## config.mk

```make
export PLATFORM = sky130hd
export DESIGN_NAME = rf_sequencer
export DESIGN_NICKNAME = d
export VERILOG_FILES = /design/src/rtl/alu_mp_pkg.sv /design/src/rtl/rf_seq_alu.sv /design/src/rtl/rf_sequencer.sv
export SDC_FILE = /design/constraint.sdc
export NUM_CORES = 1
export LEC_CHECK = 0
export CORE_ASPECT_RATIO = 1.4
export CORE_MARGIN = 10
export CORE_UTILIZATION = 49
export CTS_CLUSTER_DIAMETER = 60
export DETAILED_ROUTE_END_ITERATION = 16
export GPL_TIMING_DRIVEN = 0
export PLACE_DENSITY = 0.79
export SETUP_SLACK_MARGIN = 0.5
export SYNTH_ARGS = -nofsm -noshare
export SYNTH_HDL_FRONTEND = slang
export SYNTH_SLANG_ARGS = --single-unit
export TNS_END_PERCENT = 1
```

## constraint.sdc

```tcl
create_clock -name clk -period 4.7 [get_ports clk]
set_clock_uncertainty 0.2 [all_clocks]
set_input_delay 0.94 -clock clk [delete_from_list [all_inputs] [get_ports clk]]
set_output_delay 0.94 -clock clk [all_outputs]
set_load 0.1 [all_outputs]
```

## src/rtl/alu_mp_pkg.sv

```systemverilog
// Shared definitions for the register-file sequencer: data width, instruction
// field positions, opcode constants and the sequencer state encoding.
package alu_mp_pkg;

    localparam int DATA_W = 32;

    localparam int OPC_W   = 6;
    localparam int REG_AW  = 5;

    localparam int OPC_HI  = 31;
    localparam int OPC_LO  = 26;
    localparam int SRC1_HI = 25;
    localparam int SRC1_LO = 21;
    localparam int SRC2_HI = 20;
    localparam int SRC2_LO = 16;
    localparam int DST_HI  = 15;
    localparam int DST_LO  = 11;

    typedef logic [OPC_W-1:0]  opcode_t;
    typedef logic [REG_AW-1:0] reg_addr_t;

    localparam opcode_t OP_ADD = 6'd1;
    localparam opcode_t OP_SUB = 6'd2;
    localparam opcode_t OP_AND = 6'd3;
    localparam opcode_t OP_OR  = 6'd4;
    localparam opcode_t OP_XOR = 6'd5;
    localparam opcode_t OP_SLT = 6'd6;

    typedef enum logic [2:0] {
        ST_IDLE,
        ST_READ,
        ST_EXEC,
        ST_WB,
        ST_ERR
    } state_t;

    function automatic logic op_legal(input opcode_t op);
        return (op == OP_ADD) || (op == OP_SUB) || (op == OP_AND) ||
               (op == OP_OR)  || (op == OP_XOR) || (op == OP_SLT);
    endfunction

endpackage

```

## src/rtl/rf_seq_alu.sv

```systemverilog
// Combinational ALU for the sequencer; illegal opcodes never reach it, so its
// default output is only a don't-care made concrete.
module rf_seq_alu #(
    parameter int DATA_W = 32
) (
    input  logic [5:0]        op,
    input  logic [DATA_W-1:0] a,
    input  logic [DATA_W-1:0] b,
    output logic [DATA_W-1:0] y
);
    import alu_mp_pkg::*;

    always_comb begin
        y = '0;
        case (op)
            OP_ADD:  y = a + b;
            OP_SUB:  y = a - b;
            OP_AND:  y = a & b;
            OP_OR:   y = a | b;
            OP_XOR:  y = a ^ b;
            OP_SLT:  y = {{(DATA_W-1){1'b0}}, ($signed(a) < $signed(b))};
            default: y = '0;
        endcase
    end

endmodule

```

## src/rtl/rf_sequencer.sv

```systemverilog
// Multi-cycle register-file sequencer: IDLE -> READ -> EXEC -> WB per instruction.
// Define ALU_MP_ZERO_REG_EN to make register 0 read as zero and never be written.
module rf_sequencer #(
    parameter int DATA_W = 32
) (
    input  logic              clk,
    input  logic              rst,
    input  logic              instr_valid,
    input  logic [31:0]       instr,
    output logic              instr_ready,
    output logic              valid_opcode,
    output logic [4:0]        addr1,
    output logic [4:0]        addr2,
    output logic [4:0]        addr3,
    output logic [DATA_W-1:0] in,
    input  logic [DATA_W-1:0] out1,
    input  logic [DATA_W-1:0] out2,
    output logic [DATA_W-1:0] result,
    output logic              done,
    output logic              err
);
    import alu_mp_pkg::*;

    state_t             state_q, state_d;
    opcode_t            op_q, op_d;
    reg_addr_t          dst_q, dst_d;
    reg_addr_t          addr1_q, addr1_d;
    reg_addr_t          addr2_q, addr2_d;
    reg_addr_t          addr3_q, addr3_d;
    logic [DATA_W-1:0]  op_a_q, op_a_d;
    logic [DATA_W-1:0]  op_b_q, op_b_d;
    logic [DATA_W-1:0]  in_q, in_d;
    logic [DATA_W-1:0]  result_q, result_d;
    logic               instr_ready_q, instr_ready_d;
    logic               valid_opcode_q, valid_opcode_d;
    logic               done_q, done_d;
    logic               err_q, err_d;

    opcode_t            dec_op;
    reg_addr_t          dec_src1, dec_src2, dec_dst;
    logic [10:0]        instr_unused;
    logic [DATA_W-1:0]  rd_a, rd_b, alu_y;
    logic               wb_we;

    assign dec_op       = instr[OPC_HI:OPC_LO];
    assign dec_src1     = instr[SRC1_HI:SRC1_LO];
    assign dec_src2     = instr[SRC2_HI:SRC2_LO];
    assign dec_dst      = instr[DST_HI:DST_LO];
    assign instr_unused = instr[DST_LO-1:0];

`ifdef ALU_MP_ZERO_REG_EN
    // Register 0 is hard-wired: mask its read data and suppress its write.
    assign rd_a  = (addr1_q == '0) ? '0 : out1;
    assign rd_b  = (addr2_q == '0) ? '0 : out2;
    assign wb_we = (dst_q != '0);
`else
    assign rd_a  = out1;
    assign rd_b  = out2;
    assign wb_we = 1'b1;
`endif

    rf_seq_alu #(.DATA_W(DATA_W)) u_alu (
        .op (op_q),
        .a  (op_a_q),
        .b  (op_b_q),
        .y  (alu_y)
    );

    always_comb begin
        state_d        = state_q;
        op_d           = op_q;
        dst_d          = dst_q;
        addr1_d        = addr1_q;
        addr2_d        = addr2_q;
        addr3_d        = addr3_q;
        op_a_d         = op_a_q;
        op_b_d         = op_b_q;
        in_d           = in_q;
        result_d       = result_q;
        instr_ready_d  = 1'b0;
        valid_opcode_d = 1'b0;
        done_d         = 1'b0;
        err_d          = 1'b0;

        case (state_q)
            ST_IDLE: begin
                if (instr_valid) begin
                    if (op_legal(dec_op)) begin
                        state_d = ST_READ;
                        op_d    = dec_op;
                        dst_d   = dec_dst;
                        addr1_d = dec_src1;
                        addr2_d = dec_src2;
                    end else begin
                        state_d = ST_ERR;
                        err_d   = 1'b1;
                    end
                end else begin
                    instr_ready_d = 1'b1;
                end
            end
            ST_READ: begin
                state_d = ST_EXEC;
                op_a_d  = rd_a;
                op_b_d  = rd_b;
            end
            // Write-back outputs are registered here so they appear exactly in WB.
            ST_EXEC: begin
                state_d        = ST_WB;
                result_d       = alu_y;
                in_d           = alu_y;
                addr3_d        = dst_q;
                valid_opcode_d = wb_we;
                done_d         = 1'b1;
            end
            ST_WB: begin
                state_d       = ST_IDLE;
                instr_ready_d = 1'b1;
            end
            ST_ERR: begin
                state_d       = ST_IDLE;
                instr_ready_d = 1'b1;
            end
            default: begin
                state_d       = ST_IDLE;
                instr_ready_d = 1'b1;
            end
        endcase
    end

    always_ff @(posedge clk or posedge rst) begin
        if (rst) begin
            state_q        <= ST_IDLE;
            op_q           <= '0;
            dst_q          <= '0;
            addr1_q        <= '0;
            addr2_q        <= '0;
            addr3_q        <= '0;
            op_a_q         <= '0;
            op_b_q         <= '0;
            in_q           <= '0;
            result_q       <= '0;
            instr_ready_q  <= 1'b1;
            valid_opcode_q <= 1'b0;
            done_q         <= 1'b0;
            err_q          <= 1'b0;
        end else begin
            state_q        <= state_d;
            op_q           <= op_d;
            dst_q          <= dst_d;
            addr1_q        <= addr1_d;
            addr2_q        <= addr2_d;
            addr3_q        <= addr3_d;
            op_a_q         <= op_a_d;
            op_b_q         <= op_b_d;
            in_q           <= in_d;
            result_q       <= result_d;
            instr_ready_q  <= instr_ready_d;
            valid_opcode_q <= valid_opcode_d;
            done_q         <= done_d;
            err_q          <= err_d;
        end
    end

    assign instr_ready  = instr_ready_q;
    assign valid_opcode = valid_opcode_q;
    assign addr1        = addr1_q;
    assign addr2        = addr2_q;
    assign addr3        = addr3_q;
    assign in           = in_q;
    assign result       = result_q;
    assign done         = done_q;
    assign err          = err_q;

endmodule

```

## Word level (Yosys, flattened, before mapping)

Cells that the tools add are included.

| cells by class | value |
|---|---|
| divide/modulo/power cells | 0 |
| equality and inequality tests | 15 |
| $lt $le $gt $ge | 1 |
| reductions and logical operators | 8 |
| multiply operators | 0 |
| multiplexer cells | 10 |
| bitwise gates (word level) | 3 |
| shift operators | 0 |
| add/sub/neg operators | 2 |

Operator list:

| cell | count |
|---|---|
| $pmux 32 s6 | 1 |
| $eq 6x3->1 const B | 6 |
| $add 32x32->32 | 1 |
| $and 32x32->32 | 1 |
| $lt 32x32->1 | 1 |
| $or 32x32->32 | 1 |
| $sub 32x32->32 | 1 |
| $xor 32x32->32 | 1 |
| $eq 6x2->1 const B | 4 |
| $eq 6x1->1 const B | 2 |
| $pmux 3 s3 | 1 |
| $mux 3 | 2 |
| $logic_or 1x1->1 | 5 |
| $mux 1 | 5 |
| $eq 3x1->1 const B | 1 |
| $eq 3x2->1 const B | 1 |
| $logic_not 3->1 | 1 |
| $reduce_and 3->1 | 1 |
| $ne 2x2->1 const B | 1 |
| $pmux 1 s2 | 1 |
| $reduce_or 2->1 | 1 |

| storage, ports and cells | value |
|---|---|
| output and inout bits | 83 |
| word-level logic and storage cells | 51 |
| bits in read-only memories | 0 |
| register bits after elaboration | 128 |
| RAM bits | 0 |
| bits in latches | 0 |
| input port bits | 99 |
| memories kept | 0 |

## Longest topological paths before layout

Gate-level depths: netlist (run 1).

| logic depth | value |
|---|---|
| depth after elaboration | 9 |
| depth in mapped cells | 14 |
| mapped depth without buffers | 14 |

## Modules after synthesis

From an unflattened synthesis (run 1), not the netlist that was laid out.

| unflattened totals | value |
|---|---|
| cells, all modules | 1,171 |
| area total of the unflattened synthesis | 10,528.8 um^2 |

Modules (own cells, without submodules):

| module | sequential area each (um^2) | times used | area each (um^2) | cells an instance |
|---|---|---|---|---|
| rf_seq_alu | 0.0 | 1 | 5,435.2 | 858 |
| rf_sequencer | 3,204.3 | 1 | 5,093.6 | 313 |

## Worst setup path before layout (run 1)

No wires, ideal clock.

| timing path | value |
|---|---|
| kind | register to register |
| from | reg op_a_q[0] |
| to | reg result_q[18], in the netlist result[18] |
| setup slack | 1.624 ns |
| required time | 4.396 ns |
| period minus slack after synthesis | 3.076 ns |
| arrival time | 2.772 ns |
| setup time | 0.104 ns |
| buffers on the path | 0 |
| stages on the path, launching flop included | 15 |
| cells stage by stage | dfrtp_1 > inv_1 > ha_1 > inv_1 > fa_1 > nor2b_1 > o311ai_2 > o21ai_2 > o311a_1 > a221o_1 > a21oi_1 > nor2_1 > nor2_1 > a21oi_1 > o311ai_1 |

| between the ends | value |
|---|---|
| word-level cells in the longest chain between the ends | 2 |
| elaborated cells between the ends (all ways) | 3 |
| classes of those cells | 2 x add/sub; 1 x mux |

RTL lines:

| what | RTL line | text |
|---|---|---|
| from (decl) | rf_sequencer.sv:30 | `logic [DATA_W-1:0] op_a_q, op_a_d;` |
| from (signal assigned) | rf_sequencer.sv:154 | `op_a_q <= op_a_d;` |
| $sub 32x32->32 or $add 32x32->32 (tied branches) | rf_seq_alu.sv:17, rf_seq_alu.sv:16 |  |
| $pmux 32 s6 (*) | rf_seq_alu.sv:15 | `case (op)` |
| to (signal assigned) | rf_sequencer.sv:157 | `result_q <= result_d;` |
| to (decl) | rf_sequencer.sv:33 | `logic [DATA_W-1:0] result_q, result_d;` |

Mark *: on every way between the ends. The rest lies on a longest branch, timed or not.
A chain may end at the register's enable or synchronous reset.

## Final worst setup path (run 1)

| timing path | value |
|---|---|
| from | reg op_a_q[6] |
| to | reg result_q[29], in the netlist result[29] |

Same word-level chain as after synthesis.

==> out/metrics.cfg, run 1 <==
[status]
status=finished, final reports clean

[floorplanning]
num_rows=61
die_y_um=187
pin_count=182
coreArea_sq_mm=0.0198
start_util=0.494
dieArea_sq_mm=0.0260
die_w_um=139

[worst_setup_path]
critPathSlowestCell=a211oi_1
crit_type=register to register
end_kind=register
path_max_fanout=9
arrival_ns=4.10
r2r_start=op_a_q[6]$_DFFE_PP0P_
cp-startpoint=op_a_q[6]$_DFFE_PP0P_
cp-start-kind=register
crit_family=compound AO/OA/AOI/OAI gates
crit_required_ns=4.79
slowest_delay_ns=0.74
path_buf_inv=2
cp_cell_sequence=inv_1 > ha_1 > buf_4 > a21oi_1 > o221ai_1 > a211oi_1 > o21a_1 > o21ai_0 > a41oi_1 > nor2_1 > xnor2_1 > a221oi_1 > o21ai_1

[timing]
finalMaxSlewViolations=0
hold_violations=0
fmax_mhz=250
tns_ns=0
relSlewSlack=0.322
rsz0062_at_grt=false
final.min_clock_period_ns=4.00
setup_viol=0
tightestPinTransition_ns=1.01
period_share=0.852

[run]
drv_cap=0

[global_routing]
antenna_found_initial=1
grt_usage=0.251
overflow=0
grt_pass1_vias=9784
grt_max_degree=40
grt_pass1_wl_mm=53.2

[detailed_routing]
antenna_left=0
drc=0
firstDrtPassIters=5
wl_mm=34.2
avgRoutedWirePerCell_um=21.0
drtIter0Drc=899
viasPerCell=5.90
vias=9581

[synth]
seq_area_frac_synth=0.328
synth_edf_count=0
synth.avg_cell_area_sq_um=8.36
synth_ff_type=dfrtp_1
synthTopCellsByArea=dfrtp_1 (33%), ha_1 (13%), o21ai_0 (6.1%)
synth_top_area_cell=dfrtp_1
yosys.area.top_type_share=0.326
synth-seq-cells=128
synth.distinct_cells=90
synth_common_cells=nand2_1 (132), dfrtp_1 (127), o21ai_0 (118), ha_1 (100), nor2_1 (99)
yosysMostFrequentCell=nand2_1
syn_area_sq_mm=0.00976
async_reset_ff_frac=1.00
syn_nets=1368
yosysWarnings=0
syn_inst=1167

[place]
dp_hpwl_mm=25.9
routabilityCongestion=1.01
port_buffers=170

[cts]
cts_root_buf=clkbuf_16
ctsResizeCount=0
cts_tree=built
cts_max_level=4
clock_sinks=128
postCtsHoldBufs=0
cts_setup_buffers=0
cts_made_buffers=17
clk_pin_slew_worst_paths_ns=0.07
clkLatencyLatePin_ns=0.44
clock_path_buffers=2

[finish]
fill_cells=1711
final_layout_size_suffix_gt1_frac=0.104
area_growth_pct=27.5
fin_nets=1560
multi_input_area_sq_mm=0.00567
area.sequential_sq_mm=0.00320

[hold_path]
hp-class=register to register
min_from=state_q[0]$_DFFE_PP0P_

==> sequential cells by signal, indices dropped and copies added, names as in the netlist <==
signal and count:
op_q 6, op_a_q 32, addr1 5, err 1, state_q 3, op_b_q 32, addr2 5, instr_ready 1
done 1, addr3 5, dst_q 5, result 32
==> cell usage in the layout (no fill, tap or decap), types with 6 or more instances in the layout <==
cell,Yosys,final
o211ai_1,14,14
o221ai_1,8,8
nand3_1,15,15
o21bai_1,14,14
or3_1,8,8
a221oi_1,15,15
a31oi_1,10,10
nor2b_1,10,10
o21ai_0,118,118
nor2_1,99,99
clkdlybuf4s50_1,0,170
nor3_1,28,28
dfrtp_1,127,127
o21a_1,6,6
a21o_1,8,8
clkbuf_16,0,17
clkbuf_1,41,41
mux2_2,23,23
nand2b_1,12,12
a21oi_1,92,92
nand2_1,132,132
inv_1,89,88
o22ai_1,7,7
o21ai_1,6,6
and2_1,6,6
a211oi_1,14,14
buf_4,36,36
buf_2,13,13
ha_1,100,100
==> metrics by stage <==
stage | utilization | hold WS, ns | std cells | worst slack [ns] | cell area [sq um]
3_3_place_gp | 0.596 | 0.260 | 1589 | 0.751 | 11800
5_1_grt | 0.629 | 0.280 | 1625 | 0.579 | 12400
4_1_cts | 0.629 | 0.263 | 1624 | 0.808 | 12400
2_1_floorplan | - | 0.232 | 1167 | 1.62 | 9760
6_report | 0.629 | 0.266 | 1625 | 0.697 | 12400
3_5_place_dp | 0.599 | 0.256 | 1592 | 0.828 | 11800
==> path summary, 6_finish.rpt <==
path | endpoint | slack, ns | cells past startpoint
min | instr_ready$_DFF_PP1_ | 0.27 | 1
max reg2reg | result[29]$_DFFE_PP0P_ | 0.70 | 13
min reg2reg | instr_ready$_DFF_PP1_ | 0.27 | 1
max | result[29]$_DFFE_PP0P_ | 0.70 | 13
max in group asynchronous | instr_ready$_DFF_PP1_ | 2.60 | 4
min in group asynchronous | result[14]$_DFFE_PP0P_ | 0.77 | 2
==> worst register-to-register path, delay by kind of cell (launching register included) <==
family / cells / cell delay [ns]
AOI/OAI and AO/OA: 8 / 2.50
buffers and inverters: 2 / 0.25
adders and majority gates: 1 / 0.29
xor gates and xnor gates: 1 / 0.16
DFF: 1 / 0.39
and+or+nand+nor: 1 / 0.08
==> per-layer routing <==
layer	share of wire	vias up	global-route usage	routed length, um
li1	-	4432	-	-
met1	0.37	4540	0.275	12800
met3	0.070	128	0.0501	2380
met2	0.50	481	0.443	17200
met5	0	-	0	0
met4	0.052	0	0.140	1770
==> kinds of logic (layout without fill, tap and decap cells) <==
kind of cell,Yosys count,after routing,synth area share
compound gates,374,374,0.253
xor+xnor,8,8,0.00718
fa+ha+maj,102,102,0.132
buf+inv,189,394,0.0905
flops,128,128,0.328
mux,25,25,0.0286
other cells,0,1,0
simple gates,341,341,0.160
==> layout make-up <==
class / instances / share of cell area
Buffer: 96 / 0.0429
Tap cell: 252 / 0.0253
Sequential cell: 128 / 0.258
Clock buffer: 18 / 0.0353
Timing Repair Buffer: 173 / 0.142
Multi-Input combinational cell: 850 / 0.456
Antenna cell: 1 / 0.000201
Inverter: 93 / 0.0284
Clock inverter: 14 / 0.0132
Power of run 1 is not shown: default switching activity piles up to over one toggle a cycle in this logic, so the estimate is an artifact.
==> inputs of run 2 (changes only) <==
- RECOVER_POWER: not set -> 50
- TNS_END_PERCENT: 1 -> 30
==> out/metrics.cfg, run 2 (synthesis gave the netlist of run 1 again) <==
[status]
status=finished with violations  ; was finished, final reports clean
violations=max-capacitance violations, max-slew violations

[timing]
fmax_mhz=249  ; was 250 MHz
rsz0062_at_grt=false  ; unchanged
tightestPinTransition_ns=1.84  ; was 1.01 ns
setup_viol=0  ; unchanged
relSlewSlack=-0.224  ; was 0.322
period_share=0.855  ; was 0.852
final.min_clock_period_ns=4.02  ; was 4.00 ns
tns_ns=0  ; unchanged
fin_hold_ws_ns=0.267  ; was 0.266 ns
finalMaxSlewViolations=63  ; was 0
hold_violations=0  ; unchanged

[cts]
clk_pin_slew_worst_paths_ns=0.07  ; about the same
cts_root_buf=clkbuf_16  ; unchanged
clkLatencyLatePin_ns=0.43  ; was 0.44 ns
ctsResizeCount=0  ; unchanged
clock_path_buffers=2  ; unchanged
cts_made_buffers=17  ; unchanged
cts_max_level=4  ; unchanged
postCtsHoldBufs=0  ; unchanged
cts_setup_buffers=0  ; unchanged
clock_sinks=128  ; unchanged
cts_tree=built  ; unchanged

[worst_setup_path]
crit_type=register to register  ; unchanged
r2r_start=op_a_q[6]$_DFFE_PP0P_  ; unchanged
cp_cell_sequence=inv_1 > ha_1 > buf_4 > a21oi_1 > o221ai_1 > a211oi_1 > o21a_1 > o21ai_0 > a41oi_1 > nor2_1 > xnor2_1 > a221oi_1 > o21ai_1  ; unchanged
path_max_fanout=9  ; unchanged
crit_family=compound AO/OA/AOI/OAI gates  ; unchanged
critPathSlowestCell=a211oi_1  ; unchanged
crit_required_ns=4.79  ; about the same
cp-startpoint=op_a_q[6]$_DFFE_PP0P_  ; unchanged
arrival_ns=4.11  ; was 4.10 ns
slowest_delay_ns=0.74  ; about the same
cp-start-kind=register  ; unchanged
end_kind=register  ; unchanged
path_buf_inv=2  ; unchanged

[detailed_routing]
drtIter0Drc=838  ; was 899
firstDrtPassIters=6  ; was 5
antenna_left=0  ; unchanged
wl_mm=34.1  ; was 34.2 mm
avgRoutedWirePerCell_um=21.0  ; about the same
drc=0  ; unchanged
vias=9607  ; was 9,581
viasPerCell=5.91  ; was 5.90

[global_routing]
met1_usage=0.275  ; unchanged
overflow=0  ; unchanged
grt_pass1_wl_mm=53.2  ; unchanged
grt_usage=0.251  ; unchanged
grt_max_degree=40  ; unchanged
use_met3=0.0501  ; unchanged
grtUsageMet2=0.443  ; unchanged
busiest_layer=met2  ; unchanged
antenna_found_initial=1  ; unchanged
grt_pass1_vias=9784  ; unchanged

[place]
routabilityCongestion=1.01  ; unchanged
dp_hpwl_mm=25.9  ; unchanged
port_buffers=170  ; unchanged
place_area_sq_mm=0.0118  ; unchanged

[finish]
final_common_cell=clkdlybuf4s50_1  ; unchanged
fin_area_sq_mm=0.0124  ; about the same
multi_input_area_sq_mm=0.00567  ; unchanged
final_layout_size_suffix_gt1_frac=0.103  ; was 0.104
utilization=0.628  ; was 0.629
final_cell_mix=clkdlybuf4s50_1 (167), nand2_1 (132), dfrtp_1 (127), o21ai_0 (118), ha_1 (100)  ; was clkdlybuf4s50_1 (170), nand2_1 (132), dfrtp_1 (127), o21ai_0 (118), ha_1 (100)
area.sequential_sq_mm=0.00320  ; unchanged
fill_cells=1712  ; was 1,711
area_growth_pct=27.2  ; was 27.5%
fin_nets=1560  ; unchanged

[floorplanning]
num_rows=61  ; unchanged
pin_count=182  ; unchanged
die_w_um=139  ; unchanged
start_util=0.494  ; unchanged
coreArea_sq_mm=0.0198  ; unchanged
dieArea_sq_mm=0.0260  ; unchanged
die_y_um=187  ; unchanged

[run]
drv_cap=2  ; was 0

[hold_path]
hp-class=register to register  ; unchanged
min_from=state_q[0]$_DFFE_PP0P_  ; unchanged

run 2: final cells by class:
type | instances | area share
Antenna cell | 1 | 0.000202
Buffer | 96 | 0.0431
Clock buffer | 18 | 0.0354
Clock inverter | 14 | 0.0132
Inverter | 93 | 0.0282
Multi-Input combinational cell | 850 | 0.457
Sequential cell | 128 | 0.258
Tap cell | 252 | 0.0254
Timing Repair Buffer | 173 | 0.139
run 2: path summary, 6_finish.rpt:
path	slack (ns)	end	depth (start not counted)
worst max-delay path	0.68	result[29]$_DFFE_PP0P_	13
worst min-delay path	0.27	instr_ready$_DFF_PP1_	1
worst max register to register	0.68	result[29]$_DFFE_PP0P_	13
worst min register to register	0.27	instr_ready$_DFF_PP1_	1
max in group asynchronous	1.00	op_a_q[7]$_DFFE_PP0P_	3
min in group asynchronous	1.05	result[14]$_DFFE_PP0P_	2
run 2: per-layer routing:
layer,vias to the layer above,wire length (um)
met5,-,0
met4,0,1990
li1,4432,-
met2,497,17000
met3,144,2410
met1,4534,12800
run 2: through the flow:
stage / instances / setup slack (ns)
after global placement: 1589 / 0.751
after global routing: 1625 / 0.397
final: 1625 / 0.682
after CTS: 1624 / 0.808
after floorplan: 1167 / 1.62
after detailed placement: 1592 / 0.828
Power of run 2 is left out for the same reason.
==> inputs of run 3 (changes only) <==
- CELL_PAD_IN_SITES_DETAIL_PLACEMENT: not set -> 1
- CELL_PAD_IN_SITES_GLOBAL_PLACEMENT: not set -> 1
- CORE_UTILIZATION: 49 -> 36
- PLACE_DENSITY: 0.79 -> not set
- PLACE_DENSITY_LB_ADDON: not set -> 0.1
- SLEW_MARGIN: not set -> 40
==> out/metrics.cfg, run 3 (synthesis gave the netlist of run 1 again) <==
[status]
status=finished, final reports clean  ; was finished with violations

[worst_setup_path]
arrival_ns=4.05  ; was 4.11 ns
cp-start-kind=register  ; unchanged
path_max_fanout=5  ; was 9
end_kind=register  ; unchanged
crit_type=register to register  ; unchanged
crit_required_ns=4.82  ; was 4.79 ns

[finish]
final_cell_mix=nand2_1 (132), dfrtp_1 (127), o21ai_0 (118), ha_1 (100), nor2_1 (99)  ; was clkdlybuf4s50_1 (167), nand2_1 (132), dfrtp_1 (127), o21ai_0 (118), ha_1 (100)
final_layout_size_suffix_gt1_frac=0.145  ; was 0.103
area_growth_pct=24.4  ; was 27.2%
final_common_cell=nand2_1  ; was clkdlybuf4s50_1
utilization=0.452  ; was 0.628
fin_area_sq_mm=0.0121  ; was 0.0124 sq mm
fill_cells=3280  ; was 1,712
antennaDiodeCount=0  ; was 1
fin_nets=1563  ; was 1,560
final_cells=1740  ; was 1,625

[global_routing]
overflow=0  ; unchanged
antenna_found_initial=0  ; was 1
grt_pass1_wl_mm=59.2  ; was 53.2 mm
grt_max_degree=25  ; was 40
grt_pass1_vias=10293  ; was 9,784
grt_usage=0.220  ; was 0.251

[cts]
clock_sinks=128  ; unchanged
cts_root_buf=clkbuf_16  ; unchanged
cts_setup_buffers=0  ; unchanged
cts_max_level=4  ; unchanged
ctsResizeCount=0  ; unchanged
postCtsHoldBufs=0  ; unchanged
clk_pin_slew_worst_paths_ns=0.07  ; about the same
clock_path_buffers=2  ; unchanged
clkLatencyLatePin_ns=0.45  ; was 0.43 ns
cts_made_buffers=17  ; unchanged
cts_tree=built  ; unchanged

[run]
drv_cap=0  ; was 2

[detailed_routing]
drtIter0Drc=505  ; was 838
viasPerCell=5.45  ; was 5.91
avgRoutedWirePerCell_um=22.0  ; was 21.0 um
drc=0  ; unchanged
antenna_left=0  ; unchanged
wl_mm=38.2  ; was 34.1 mm
firstDrtPassIters=5  ; was 6
vias=9490  ; was 9,607

[timing]
tightestPinTransition_ns=1.32  ; was 1.84 ns
rsz0062_at_grt=false  ; unchanged
fmax_mhz=254  ; was 249 MHz
period_share=0.836  ; was 0.855
relSlewSlack=0.119  ; was -0.224
setup_viol=0  ; unchanged
final.min_clock_period_ns=3.93  ; was 4.02 ns
hold_violations=0  ; unchanged
tns_ns=0  ; unchanged
finalMaxSlewViolations=0  ; was 63

[floorplanning]
start_util=0.364  ; was 0.494
die_w_um=159  ; was 139 um
num_rows=71  ; was 61
die_y_um=215  ; was 187 um
pin_count=182  ; unchanged
coreArea_sq_mm=0.0268  ; was 0.0198 sq mm
dieArea_sq_mm=0.0342  ; was 0.0260 sq mm

[place]
routabilityCongestion=0.879  ; was 1.01
port_buffers=170  ; unchanged
dp.cells=1708  ; was 1,592
place_area_sq_mm=0.0116  ; was 0.0118 sq mm
dp_hpwl_mm=29.4  ; was 25.9 mm

[hold_path]
hp-class=register to register  ; unchanged

==> run 3: cell count changes in the layout (fill, tap and decap cells not counted), sizes merged <==
| cell | before | now |
|---|---|---|
| bufinv | 1 | 2 |
| clkinv | 6 | 3 |
| clkdlybuf4s50 | 167 | 84 |
| diode | 1 | 0 |
| clkbuf | 61 | 92 |
| clkinvlp | 1 | 4 |
| inv | 99 | 98 |
| buf | 56 | 111 |
==> run 3: routing by layer <==
layer | vias to the layer above | wire, um | track usage
li1 | 4437 | - | -
met1 | 4717 | 15100 | 0.235
met2 | 253 | 19900 | 0.402
met3 | 83 | 1700 | 0.0495
met4 | 0 | 1520 | 0.103
met5 | - | 0 | 0
==> run 3: critical path, stage by stage (launching register included) <==
cell      delay (ns)
dfrtp_1         0.43
inv_1           0.13
ha_1            0.38
a211oi_1        0.38
nor2_1          0.12
a211oi_1        0.72
o21a_1          0.37
o21ai_0         0.20
a41oi_1         0.26
nor2_1          0.08
xnor2_1         0.16
a221oi_1        0.29
o21ai_1         0.08
==> run 3: stage by stage <==
stage,hold slack (ns),setup WS (ns)
after global routing,0.312,0.615
after detailed placement,0.264,0.912
after CTS,0.285,0.870
after global placement,0.262,0.576
after floorplan,0.232,1.62
final,0.282,0.769
==> run 3: path summary, 6_finish.rpt <==
| kind | from | end | slack (ns) | cells past startpoint |
|---|---|---|---|---|
| min reg2reg | op_q[5]$_DFFE_PP0P_ | op_q[5]$_DFFE_PP0P_ | 0.28 | 1 |
| min in group asynchronous | rst | op_a_q[3]$_DFFE_PP0P_ | 0.67 | 2 |
| max reg2reg | op_a_q[1]$_DFFE_PP0P_ | result[29]$_DFFE_PP0P_ | 0.77 | 12 |
| max | op_a_q[1]$_DFFE_PP0P_ | result[29]$_DFFE_PP0P_ | 0.77 | 12 |
| min | op_q[5]$_DFFE_PP0P_ | op_q[5]$_DFFE_PP0P_ | 0.28 | 1 |
| max in group asynchronous | rst | op_b_q[17]$_DFFE_PP0P_ | 1.06 | 6 |
==> run 3: final cells by class <==
| type | count | area, sq um | share of cell area |
|---|---|---|---|
| multi-input combinational | 850 | 5670 | 0.467 |
| sequential | 128 | 3200 | 0.264 |
| timing repair buffer | 176 | 1310 | 0.108 |
| buffer | 96 | 538 | 0.0443 |
| tap | 365 | 457 | 0.0376 |
| clock buffer | 18 | 439 | 0.0362 |
| inverter | 93 | 350 | 0.0289 |
| clock inverter | 14 | 166 | 0.0137 |
Power of run 3 is left out for the same reason.
